`src/rtl/traffic_phase_scheduler_pkg.sv`:
```
// Shared types and constants for the traffic phase scheduler.
// Phase codes, lamp encodings and countdown width.
package traffic_phase_scheduler_pkg;

  localparam int REM_W = 6;

  localparam logic [2:0] RED = 3'b100;
  localparam logic [2:0] YEL = 3'b010;
  localparam logic [2:0] GRN = 3'b001;

  typedef enum logic [2:0] {
    AR1 = 3'd0,
    G1  = 3'd1,
    Y1  = 3'd2,
    AR2 = 3'd3,
    G2  = 3'd4,
    Y2  = 3'd5,
    PW  = 3'd6,
    BAD = 3'd7
  } phase_e;

  typedef struct packed {
    logic [2:0] l1;
    logic [2:0] l2;
    logic       walk;
  } lamps_t;

  function automatic lamps_t lamp_decode(phase_e p);
    lamps_t l;
    l.l1   = RED;
    l.l2   = RED;
    l.walk = 1'b0;
    unique case (p)
      G1:      l.l1 = GRN;
      Y1:      l.l1 = YEL;
      G2:      l.l2 = GRN;
      Y2:      l.l2 = YEL;
      PW:      l.walk = 1'b1;
      default: ;
    endcase
    return l;
  endfunction

endpackage

```
`src/rtl/traffic_phase_scheduler_sync_edge_detect.sv`:
```
// Two-flop synchronizer for an asynchronous level input,
// followed by a one-cycle rising-edge pulse.
module sync_edge_detect (
  input  logic clk_i,
  input  logic rst_i,
  input  logic d_i,
  output logic rise_o
);

  logic s1_q, s2_q, s3_q;

  // Synchronizer chain plus delayed copy for edge detection
  always_ff @(posedge clk_i) begin
    if (rst_i) begin
      s1_q <= 1'b0;
      s2_q <= 1'b0;
      s3_q <= 1'b0;
    end else begin
      s1_q <= d_i;
      s2_q <= s1_q;
      s3_q <= s2_q;
    end
  end

  assign rise_o = s2_q & ~s3_q;

endmodule

```
`src/rtl/traffic_phase_scheduler.sv`:
```
// Two-road traffic light sequencer with pedestrian walk phase.
// Own tick prescaler, phase FSM and registered lamp drives.
module traffic_phase_scheduler
  import traffic_phase_scheduler_pkg::*;
#(
  parameter int CLK_HZ      = 100000000,
  parameter int T_GREEN     = 10,
  parameter int T_GREEN_MIN = 5,
  parameter int T_YELLOW    = 3,
  parameter int T_ALLRED    = 2,
  parameter int T_WALK      = 8
) (
  input  logic             CLK100MHZ,
  input  logic             RST,
  input  logic             BTN_PED,
  input  logic             HOLD,
  output logic [2:0]       LIGHT1,
  output logic [2:0]       LIGHT2,
  output logic             WALK,
  output logic             PED_PEND,
  output logic [2:0]       PHASE,
  output logic [REM_W-1:0] REMAIN,
  output logic             TICK
);

  localparam int CW = (CLK_HZ > 1) ? $clog2(CLK_HZ) : 1;
  localparam logic [CW-1:0] CNT_MAX = CW'(CLK_HZ - 1);
  localparam logic [REM_W-1:0] TRUNC_AT =
    REM_W'(T_GREEN - T_GREEN_MIN + 1);

  logic [CW-1:0]    cnt_q, cnt_d;
  phase_e           state_q, state_d;
  phase_e           nxt;
  logic [REM_W-1:0] remain_q, remain_d;
  logic             road_q, road_d;
  logic             ped_q, ped_d;
  lamps_t           lamp_q, lamp_d;
  logic             tick;
  logic             ped_rise;
  logic             go;

  function automatic logic [REM_W-1:0] dur(phase_e p);
    logic [REM_W-1:0] d;
    unique case (p)
      G1, G2:  d = REM_W'(T_GREEN);
      Y1, Y2:  d = REM_W'(T_YELLOW);
      PW:      d = REM_W'(T_WALK);
      default: d = REM_W'(T_ALLRED);
    endcase
    return d;
  endfunction

  sync_edge_detect u_sync (
    .clk_i  (CLK100MHZ),
    .rst_i  (RST),
    .d_i    (BTN_PED),
    .rise_o (ped_rise)
  );

  // Prescaler: wraps at CLK_HZ-1, frozen while HOLD
  always_comb begin
    tick  = (cnt_q == CNT_MAX) && !HOLD;
    cnt_d = cnt_q;
    if (!HOLD) begin
      cnt_d = (cnt_q == CNT_MAX) ? '0 : cnt_q + 1'b1;
    end
  end

  // Phase selection, countdown and pedestrian latch
  always_comb begin
    state_d  = state_q;
    remain_d = remain_q;
    road_d   = road_q;
    ped_d    = ped_q;
    nxt      = AR1;
    go       = 1'b0;

    unique case (state_q)
      AR1:     nxt = G1;
      G1:      nxt = Y1;
      Y1:      nxt = ped_q ? PW : AR2;
      AR2:     nxt = G2;
      G2:      nxt = Y2;
      Y2:      nxt = ped_q ? PW : AR1;
      PW:      nxt = road_q ? AR2 : AR1;
      default: nxt = AR1;
    endcase

    if (state_q == BAD) begin
      state_d  = AR1;
      remain_d = REM_W'(T_ALLRED);
    end else if (tick) begin
      go = (remain_q == REM_W'(1)) ||
           (((state_q == G1) || (state_q == G2)) &&
            ped_q && (remain_q <= TRUNC_AT));
      if (go) begin
        state_d  = nxt;
        remain_d = dur(nxt);
        if (nxt == PW) begin
          road_d = (state_q == Y1);
        end
      end else begin
        remain_d = remain_q - 1'b1;
      end
    end

    if ((state_d == PW) && (state_q != PW)) begin
      ped_d = 1'b0;
    end else if (ped_rise && (state_q != PW)) begin
      ped_d = 1'b1;
    end

    lamp_d = lamp_decode(state_d);
  end

  // State registers; reset wins over HOLD
  always_ff @(posedge CLK100MHZ) begin
    if (RST) begin
      cnt_q    <= '0;
      state_q  <= AR1;
      remain_q <= REM_W'(T_ALLRED);
      road_q   <= 1'b0;
      ped_q    <= 1'b0;
      lamp_q   <= '{l1: RED, l2: RED, walk: 1'b0};
    end else begin
      cnt_q    <= cnt_d;
      state_q  <= state_d;
      remain_q <= remain_d;
      road_q   <= road_d;
      ped_q    <= ped_d;
      lamp_q   <= lamp_d;
    end
  end

  assign LIGHT1   = lamp_q.l1;
  assign LIGHT2   = lamp_q.l2;
  assign WALK     = lamp_q.walk;
  assign PED_PEND = ped_q;
  assign PHASE    = state_q;
  assign REMAIN   = remain_q;
  assign TICK     = tick;

endmodule

```
`config.mk`:
```
export PLATFORM = sky130hd
export DESIGN_NAME = traffic_phase_scheduler
export DESIGN_NICKNAME = d
export VERILOG_FILES = /design/src/rtl/traffic_phase_scheduler_pkg.sv /design/src/rtl/traffic_phase_scheduler_sync_edge_detect.sv /design/src/rtl/traffic_phase_scheduler.sv
export SDC_FILE = /design/constraint.sdc
export NUM_CORES = 1
export LEC_CHECK = 0
export CORE_UTILIZATION = 56
export CTS_CLUSTER_DIAMETER = 50
export CTS_CLUSTER_SIZE = 14
export DETAILED_ROUTE_END_ITERATION = 8
export GPL_ROUTABILITY_DRIVEN = 0
export PLACE_DENSITY = 0.78
export SLEW_MARGIN = 20
export SYNTH_ARGS = -nofsm -noshare
export SYNTH_HDL_FRONTEND = slang
export SYNTH_SLANG_ARGS = --single-unit
export TNS_END_PERCENT = 10
```
`constraint.sdc`:
```
create_clock -name CLK100MHZ -period 3.3 [get_ports CLK100MHZ]
set_input_delay 0.99 -clock CLK100MHZ [delete_from_list [all_inputs] [get_ports CLK100MHZ]]
set_output_delay 0.99 -clock CLK100MHZ [all_outputs]
set_load 0.03 [all_outputs]
```
==> results of run 1 <==
[final timing paths]
path	start	to	slack [ns]	depth (start not counted)
max	cnt_q[19]	TICK	0.02	5
min	u_sync.s1_q	u_sync.s2_q	0.46	1
max reg2reg	cnt_q[19]	REMAIN[0]	0.57	6
min reg2reg	u_sync.s1_q	u_sync.s2_q	0.46	1
[per-stage QoR]
step	std cells	hold slack [ns]	utilization	power (uW)
floorplan	267	0.414	-	619
global placement	331	0.417	0.674	630
detailed placement	331	0.442	0.674	630
CTS	339	0.467	0.706	1050
global route	341	0.477	0.711	1080
finish	341	0.463	0.711	1050
[registers in the layout, summed over array words and instances, names as in the netlist]
signal,cells
cnt_q,27
REMAIN,6
LIGHT1,3
LIGHT2,3
PHASE,3
PED_PEND,1
WALK,1
road_q,1
u_sync.s1_q,1
u_sync.s2_q,1
u_sync.s3_q,1
[power groups by stage]
stage / logic, uW / clock network [uW] / registers (uW)
after detailed placement: 28.4 / 0 / 602
final: 28.0 / 431 / 588
after global routing: 31.0 / 460 / 589
after floorplan: 17.9 / 0 / 601
after global placement: 27.9 / 0 / 602
after CTS: 28.1 / 435 / 588
[worst register-to-register path, cell delays in order, from the launching register on]
cell and delay [ns]:
dfxtp_2 0.34, or4b_1 0.53, or4_4 0.56, or3_4 0.36, buf_4 0.20, or4_1 0.52
a31oi_1 0.17
[cell families after synthesis]
group,Yosys count,synth area share
compound gates,40,0.109
xor+xnor,26,0.100
mux,4,0.0188
buf+inv,23,0.0414
simple gates,122,0.285
flops,48,0.424
fa+ha+maj,4,0.0221
[repair_timing]
action	in CTS	in global routing
pin swaps	1	0
gates resized for setup	6	2
endpoints found under the setup margin	1	1
buffers inserted	0	2
[final cells by class]
cell class                 count  area, sq um  share of cell area
multi-input combinational    196         1220               0.456
inverter                      10         37.5              0.0140
clock inverter                 3         42.5              0.0159
clock buffer                   5         68.8              0.0257
sequential                    48          965               0.360
timing repair buffer          31          285               0.106
tap                           48         60.1              0.0224
[routing by layer]
metal	global-route usage	vias up
li1	-	989
met1	0.320	923
met2	0.356	35
met3	0.0521	7
met4	0.0924	0
met5	0	-
[cell usage in the layout (no fill, tap or decap), drive strengths merged, types with 5 or more instances in the layout]
master         Yosys  routed
nand4              8       8
dfxtp             48      48
or4                5       5
clkbuf             9       5
inv               10      10
xor2               6       6
buf                4      11
nor3              10      10
o21ai             11      11
o31ai              5       5
nand3             10      10
xnor2             20      20
nand2             15      15
or3                6       6
a21oi             11      11
and3               7       7
nor2              39      39
clkdlybuf4s50      0      19
nor2b              7       7
==> impl_metrics.json, run 1 <==
{
  "status": "complete, no violations",
  "grt_max_degree": 28,
  "met2_wirelength_mm": 2.00,
  "setup.worst_path.end_class": "primary output",
  "critPathKind": "flip-flop to primary output",
  "yosysSeqAreaShare": 0.424,
  "syn_to_final_growth_pct": 18.2,
  "netlist_top_cells_count": "dfxtp_1 (48), nor2_1 (39), xnor2_1 (20)",
  "wl_met3_microns": 158,
  "cts_buffers": 5,
  "fin_area_sq_mm": 0.00268,
  "initial_core_util": 0.602,
  "die-width_microns": 65.6,
  "hold_path_class": "flip-flop to flip-flop",
  "synthFlopType": "dfxtp_1",
  "drt_first_pass_iters": 4,
  "drc_errors": 0,
  "fillers": 325,
  "p_per_area_mw_per_mm2": 391,
  "max-cap-violations": 0,
  "tns_ns": 0,
  "routed_wl_mm": 4.53,
  "grtUsageTotal": 0.234,
  "syn_area_sq_mm": 0.00227,
  "tritoncts": "built",
  "post-route-period-util": 0.994,
  "p_leak_uw": 0.000936,
  "cpMaxStageDelayCell": "or4_4",
  "p_int_uw": 820,
  "clk_latency_ns": 0.31,
  "hold_buffers": 0,
  "drt-wirelength-per-cell_microns": 13.3,
  "clkSinkCount": 48,
  "clkTransAtPathRegs_ns": 0.09,
  "min_period_ns": 3.28,
  "clockBufferDepth": 2,
  "netSwitchingFraction": 0.218,
  "dieArea_sq_mm": 0.00431,
  "layout_setup_ws_ns": 0.0209,
  "async_flop_share": 0,
  "port_buffers": 21,
  "post-place-ws_ns": -0.0315,
  "p_sw_uw": 228,
  "relSlewSlack": 0.624,
  "grt_setup_unrepaired": "yes",
  "via_per_inst": 5.73,
  "path_buf_inv": 2,
  "placed_cell_area_sq_mm": 0.00254,
  "hold_viol": 0,
  "final_layout_size_suffix_gt1_frac": 0.0990,
  "skew_ns": 0.00827,
  "pwr-share-clk": 0.412,
  "core_sq_mm": 0.00377,
  "arrival_ns": 2.29,
  "synthTopCellsByArea": "dfxtp_1 (42%), xnor2_1 (7.7%), nor2_1 (6.5%)",
  "topRoutingLayerUsed": "met4",
  "finish.net_count": 300,
  "antenna_found_initial": 0,
  "grt_pass1_wl_mm": 7.76,
  "die_y_microns": 65.6,
  "ir_drop_uv": 256,
  "yosysTopAreaCellShare": 0.424,
  "cp.required_ns": 2.31,
  "cts.htree.levels": 2,
  "setup_viol": 0,
  "crit_fanout": 3,
  "ys_types": 42,
  "netlist_instances": 267,
  "place_hpwl_mm": 3.00,
  "synth-edff-count": 0,
  "power.sequential.fraction": 0.562,
  "worstMarginPinSlew_ns": 0.560,
  "antenna_cells": 0,
  "ant_nets": 0,
  "ys_ff_latch": 48,
  "clk_root_buffer_cell": "clkbuf_8",
  "slowest_delay_ns": 0.56,
  "yosys.area.top_type": "dfxtp_1",
  "path_cells": "or4b_1 -> or4_4 -> or3_4 -> inv_2 -> buf_6",
  "synth.avg_cell_area_sq_um": 8.50,
  "fmax_mhz": 305,
  "pin_count": 22,
  "vias": 1954,
  "cpLargestDelayFamily": "simple AND/OR/NAND/NOR gates",
  "syn_nets": 275,
  "post-synth-top-count-cell": "dfxtp_1",
  "start_kind": "flip-flop",
  "pwr-share-comb": 0.027,
  "grt_pass1_vias": 1745,
  "drt_iter0_markers": 123,
  "wl_met1_mm": 2.32,
  "ys_warn_count": 0,
  "overflow": 0,
  "fp-row-count": 22,
  "finalMaxSlewViolations": 0
}
(Power assumes the default switching activity.)
==> run 2, diff against run 1 <==
--- a/config.mk
+++ b/config.mk
@@ -9,9 +9,7 @@
 export CTS_CLUSTER_DIAMETER = 50
 export CTS_CLUSTER_SIZE = 14
 export DETAILED_ROUTE_END_ITERATION = 8
-export GPL_ROUTABILITY_DRIVEN = 0
 export PLACE_DENSITY = 0.78
-export SLEW_MARGIN = 20
 export SYNTH_ARGS = -nofsm -noshare
 export SYNTH_HDL_FRONTEND = slang
 export SYNTH_SLANG_ARGS = --single-unit
==> results of run 2 <==
No change in the layout: final DEF, timing and power equal those of run 1.
==> run 3, diff against run 2 <==
--- a/config.mk
+++ b/config.mk
@@ -13,4 +13,3 @@
 export SYNTH_ARGS = -nofsm -noshare
 export SYNTH_HDL_FRONTEND = slang
 export SYNTH_SLANG_ARGS = --single-unit
-export TNS_END_PERCENT = 10
==> results of run 3 <==
No change in the layout: final DEF, timing and power equal those of run 1.
